### src/rtl/mm_host_pkg.sv
// Shared types and sizing helpers for the matrix_multiplier host sequencer.
package mm_host_pkg;

  typedef enum logic [2:0] {
    LOAD_A = 3'd0,
    LOAD_B = 3'd1,
    START  = 3'd2,
    WAIT   = 3'd3,
    DRAIN  = 3'd4
  } mm_state_t;

  function automatic int elem_count(input int rows, input int cols);
    return rows * cols;
  endfunction

  // Index width must hold the largest of the three element counts.
  function automatic int count_width(input int a, input int b, input int c);
    int m;
    m = a;
    if (b > m) m = b;
    if (c > m) m = c;
    return $clog2(m + 1);
  endfunction

endpackage

### src/rtl/mm_stream_counter.sv
// Element index counter with enable, terminal-count flag and wrap to zero.
module mm_stream_counter #(
  parameter int WIDTH = 7
) (
  input  logic             clk,
  input  logic             rst,
  input  logic             en,
  input  logic [WIDTH-1:0] last,
  output logic [WIDTH-1:0] count,
  output logic             tc
);

  assign tc = (count == last);

  always_ff @(posedge clk or posedge rst) begin
    if (rst) begin
      count <= '0;
    end else if (en) begin
      count <= tc ? '0 : count + 1'b1;
    end
  end

endmodule

### src/rtl/mm_host_sequencer.sv
// Streams A/B into matrix_multiplier operand buses and replays C as a stream.
// Optional out_last port is enabled by defining MM_HOST_LAST_EN.
module mm_host_sequencer
  import mm_host_pkg::*;
#(
  parameter int DATA_WIDTH = 8,
  parameter int M          = 8,
  parameter int N          = 8,
  parameter int P          = 8
) (
  input  logic                         clk,
  input  logic                         rst,
  input  logic                         in_valid,
  output logic                         in_ready,
  input  logic [DATA_WIDTH-1:0]        in_data,
  output logic                         out_valid,
  input  logic                         out_ready,
  output logic [DATA_WIDTH-1:0]        out_data,
  output logic                         busy,
  output logic                         mm_start,
  input  logic                         mm_done,
  output logic [M*N*DATA_WIDTH-1:0]    mm_matrix_a,
  output logic [N*P*DATA_WIDTH-1:0]    mm_matrix_b,
  input  logic [M*P*DATA_WIDTH-1:0]    mm_result_c
`ifdef MM_HOST_LAST_EN
  ,
  output logic                         out_last
`endif
);

  localparam int A_COUNT = elem_count(M, N);
  localparam int B_COUNT = elem_count(N, P);
  localparam int C_COUNT = elem_count(M, P);
  localparam int CW      = count_width(A_COUNT, B_COUNT, C_COUNT);

  localparam logic [CW-1:0] A_LAST = CW'(A_COUNT - 1);
  localparam logic [CW-1:0] B_LAST = CW'(B_COUNT - 1);
  localparam logic [CW-1:0] C_LAST = CW'(C_COUNT - 1);

  mm_state_t state, state_next;

  logic [CW-1:0] idx;
  logic [CW-1:0] idx_last;
  logic          idx_en;
  logic          idx_tc;
  int            slot_lsb;

  logic [M*N*DATA_WIDTH-1:0] a_reg;
  logic [N*P*DATA_WIDTH-1:0] b_reg;
  logic [M*P*DATA_WIDTH-1:0] c_reg;

  // One index serves the A load, the B load and the C drain in turn.
  mm_stream_counter #(
    .WIDTH (CW)
  ) u_idx (
    .clk   (clk),
    .rst   (rst),
    .en    (idx_en),
    .last  (idx_last),
    .count (idx),
    .tc    (idx_tc)
  );

  assign slot_lsb = int'(idx) * DATA_WIDTH;

  always_ff @(posedge clk or posedge rst) begin
    if (rst) begin
      state <= LOAD_A;
    end else begin
      state <= state_next;
    end
  end

  always_comb begin
    state_next = state;
    idx_en     = 1'b0;
    idx_last   = A_LAST;
    in_ready   = 1'b0;
    out_valid  = 1'b0;
    mm_start   = 1'b0;
    case (state)
      LOAD_A: begin
        in_ready = 1'b1;
        idx_en   = in_valid;
        idx_last = A_LAST;
        if (in_valid && idx_tc) state_next = LOAD_B;
      end
      LOAD_B: begin
        in_ready = 1'b1;
        idx_en   = in_valid;
        idx_last = B_LAST;
        if (in_valid && idx_tc) state_next = START;
      end
      START: begin
        mm_start   = 1'b1;
        state_next = WAIT;
      end
      WAIT: begin
        if (mm_done) state_next = DRAIN;
      end
      DRAIN: begin
        out_valid = 1'b1;
        idx_en    = out_ready;
        idx_last  = C_LAST;
        if (out_ready && idx_tc) state_next = LOAD_A;
      end
      default: state_next = LOAD_A;
    endcase
  end

  // Operands only change on accepted loads, so they stay put through START/WAIT.
  always_ff @(posedge clk or posedge rst) begin
    if (rst) begin
      a_reg <= '0;
      b_reg <= '0;
      c_reg <= '0;
    end else begin
      if (state == LOAD_A && in_valid) a_reg[slot_lsb +: DATA_WIDTH] <= in_data;
      if (state == LOAD_B && in_valid) b_reg[slot_lsb +: DATA_WIDTH] <= in_data;
      if (state == WAIT && mm_done)    c_reg <= mm_result_c;
    end
  end

  always_comb begin
    out_data = '0;
    if (state == DRAIN) out_data = c_reg[slot_lsb +: DATA_WIDTH];
  end

  assign mm_matrix_a = a_reg;
  assign mm_matrix_b = b_reg;
  assign busy        = !(state == LOAD_A && idx == '0);

`ifdef MM_HOST_LAST_EN
  assign out_last = out_valid && (idx == C_LAST);
`endif

endmodule

### config.mk
export PLATFORM = sky130hd
export DESIGN_NAME = mm_host_sequencer
export DESIGN_NICKNAME = d
export VERILOG_FILES = /design/src/rtl/mm_host_pkg.sv /design/src/rtl/mm_stream_counter.sv /design/src/rtl/mm_host_sequencer.sv
export SDC_FILE = /design/constraint.sdc
export NUM_CORES = 2
export LEC_CHECK = 0
export BUFFER_PORTS_ARGS = -buffer_cell sky130_fd_sc_hd__clkbuf_2
export CAP_MARGIN = 20
export CORE_AREA = 2 2 614 616
export DETAILED_ROUTE_END_ITERATION = 12
export DIE_AREA = 0 0 616 618
export PLACE_DENSITY = 0.39
export RECOVER_POWER = 25
export SYNTH_ARGS = -nofsm -noshare
export SYNTH_HDL_FRONTEND = slang
export SYNTH_SLANG_ARGS = --single-unit
### constraint.sdc
create_clock -name clk -period 64.2 [get_ports clk]
set_clock_uncertainty 0.2 [all_clocks]
set_input_delay 9.63 -clock clk [delete_from_list [all_inputs] [get_ports clk]]
set_output_delay 9.63 -clock clk [all_outputs]
set_load 0.01 [all_outputs]
==> key figures <==
Status
  • Status: finished, violations left
  • Failing checks: max-capacitance violations, max-slew violations

Synthesis
  • Most area-consuming cells after synthesis: dfrtp_1 (59%), mux2_2 (23%), mux4_2 (2.6%)
  • Post-synthesis area per instance: 14.82 um^2
  • Synth unique cells: 72
  • Post-Synthesis Cells: 4392
  • Sequential element share of the synthesized area: 59.45%
  • Synth Warn #: 0
  • Cell taking the most area after synthesis: dfrtp_1
  • Syn nets: 4920
  • Area share of the largest cell type after synthesis: 59.45%
  • Post-Syn Area: 65080 um^2
  • Post-synth top flop: dfrtp_1
  • Async SR Flop Fraction: 100.0%
  • Synthesized flop and latch total: 1546
  • Post-synth EDFFs: 0

Global routing
  • Global route overflow: 0
  • Initial antenna violation count: 106
  • Largest net degree at the start of global routing: 171
  • Vias in the first global route: 47680
  • GRT Total Usage: 17.88%
  • First-pass GRT wire length: 461800 um

Critical path
  • WS Path Type: in -> async
  • Req. time, crit path: 62.62 ns
  • CP arrival: 19.70 ns
  • Cell Chain, Critical Path: clkbuf_2, clkinvlp_2, clkbuf_1
  • Worst setup EP type: async pin
  • Critical Path Source Type: input pin
  • Crit-path max cell delay: 6.69 ns
  • CP max FO: 165
  • Worst path slowest cell: clkbuf_1

STA
  • Max Transition Viols Final: 759
  • Slew margin rel.: -518.0%
  • Setup violators final: 0
  • Least-Margin Pin Slew: 9.270 ns
  • Fmax achieved: 46.99 MHz
  • RSZ-0062 raised after global routing: no
  • Min Tclk post-route: 21.28 ns
  • Setup TNS: 0 ns
  • Final Hold Violating Endpoints: 0
  • Final WS setup: 42.92 ns
  • Tcrit/Tclk final: 33.15%

Layout
  • Fillers: 39900
  • Area Growth Syn to Fin: 30.60%
  • Final nets: 6553
  • Multi-input logic area: 25090 um^2
  • Layout cells sized above 1: 55.96%
  • Register area: 38710 um^2
  • Final Util: 22.72%

Pwr
  • Worst VDD drop: 0.02119 mV
  • Leak: 43.79 nW
  • Power per Cell Area: 29.24 nW/um^2

Route
  • Post-Route WL: 350400 um
  • Vias: 45010
  • DRT Pass-1 Iters: 5
  • Wire per inst: 31.25 um
  • Vias per cell: 4.014
  • Initial detailed-routing violation count: 2595
  • Drt drc: 0
  • Antenna-violating nets left: 0

Clock tree
  • Cts hold-fix bufs: 0
  • CTS tree: done
  • Root Buffer Master: clkbuf_16
  • CTS clk-pin slew, worst paths: 0.06 ns
  • Num CTS Buffers: 192
  • Clk buf depth: 4
  • Post-CTS setup buffer count: 0
  • Clk sink count: 1546
  • Worst-Skew Late Latency: 0.85 ns
  • Max H-tree Level: 4
  • Resized cells post-CTS: 0

Floorplanning
  • Cell row count: 225
  • Die area: 380700 um^2
  • Starting Density: 17.39%
  • Core area: 374100 um^2
  • # IOs: 1561
  • Die width: 616 um
  • Die Y: 618 um

Placement
  • GP Congestion: 0.8323
  • Dpl hpwl: 277100 um
  • Place WS: 49.18 ns
  • Port bufs: 1560

Worst hold path
  • Hold crit path type: reg -> reg

Run
  • MaxCap Viol Count: 15
## placed cells by master (no fill, tap or decap), types with 75 or more instances in the layout
cell type and count:
clkbuf_2 1549, dfrtp_1 1541, mux2_2 1330, nor2_1 221, clkbuf_16 194, nand2_1 164
mux2i_1 137, mux2_1 115, and2_1 101, buf_4 77, clkbuf_1 75
## synth_stat cells, types with 14 or more instances
library cell  number
dfrtp_1         1546
mux2_2          1331
nor2_1           198
clkbuf_1         166
nand2_1          151
mux2i_1          137
and2_1           103
mux2_1            81
mux2_4            80
mux4_2            74
o21ai_0           59
and3_1            49
buf_2             37
nor2_2            33
inv_1             31
a21oi_1           26
a22oi_1           21
nand3_1           21
nand2_8           18
nor2_4            17
o22ai_1           16
a211oi_1          14
o21ai_1           14
## power breakdown
part | switching (mW) | internal [mW]
Combinational | 0.306 | 0.0869
Clock | 0.458 | 0.632
Sequential | 0.0196 | 0.982
## logic make-up after synthesis
kind of cell / Yosys count / synth area share, %
simple gates: 663 / 5.604
flops: 1546 / 59.45
xor+xnor: 6 / 0.08076
fa+ha+maj: 3 / 0.05768
mux: 1703 / 30.95
compound gates: 221 / 2.280
buf+inv: 250 / 1.586
## worst max-delay path: cells and delay by family
family                 cells  cell delay (ns)
buffers and inverters      3             9.61
## per-stage QoR
stage | power (mW) | area, um^2 | std cells | hold WS (ns)
after CTS | 2.547 | 85490 | 11160 | 0.2942
after detailed placement | 1.439 | 79310 | 10820 | 0.2813
after global placement | 1.434 | 79250 | 10820 | 0.2763
after floorplan | 1.192 | 65080 | 4392 | 0.2712
final | 2.485 | 84990 | 11210 | 0.2904
after global routing | 2.586 | 84910 | 11180 | 0.3033
## final cells by class
class                      instances  area share, %
antenna                           51         0.1502
clock buffer                     280          6.492
clock inverter                    56         0.7802
inverter                          31         0.1384
multi-input combinational       2596          29.52
sequential                      1546          45.54
tap                             4994          7.352
timing repair buffer            1658          10.03
## per-layer routing
layer | global-route usage [%] | vias up | wire length [um]
met5 | 0 | - | 366
met4 | 7.847 | 58 | 16900
met1 | 19.63 | 23910 | 129800
met2 | 32.90 | 1475 | 184900
met3 | 3.837 | 477 | 18490
li1 | - | 19090 | -
## final timing paths
| path | startpoint | endpoint | slack (ns) | depth (start not counted) |
|---|---|---|---|---|
| max in group clk | mm_done | c_reg[483] | 48.34 | 8 |
| max | rst | c_reg[307] | 42.92 | 3 |
| max reg2reg | state[2] | c_reg[483] | 56.53 | 7 |
| min | mm_matrix_b[501] | mm_matrix_b[501] | 0.29 | 1 |
| min reg2reg | mm_matrix_b[501] | mm_matrix_b[501] | 0.29 | 1 |
| min in group asynchronous | rst | c_reg[95] | 10.13 | 2 |
(Power assumes the default switching activity.)
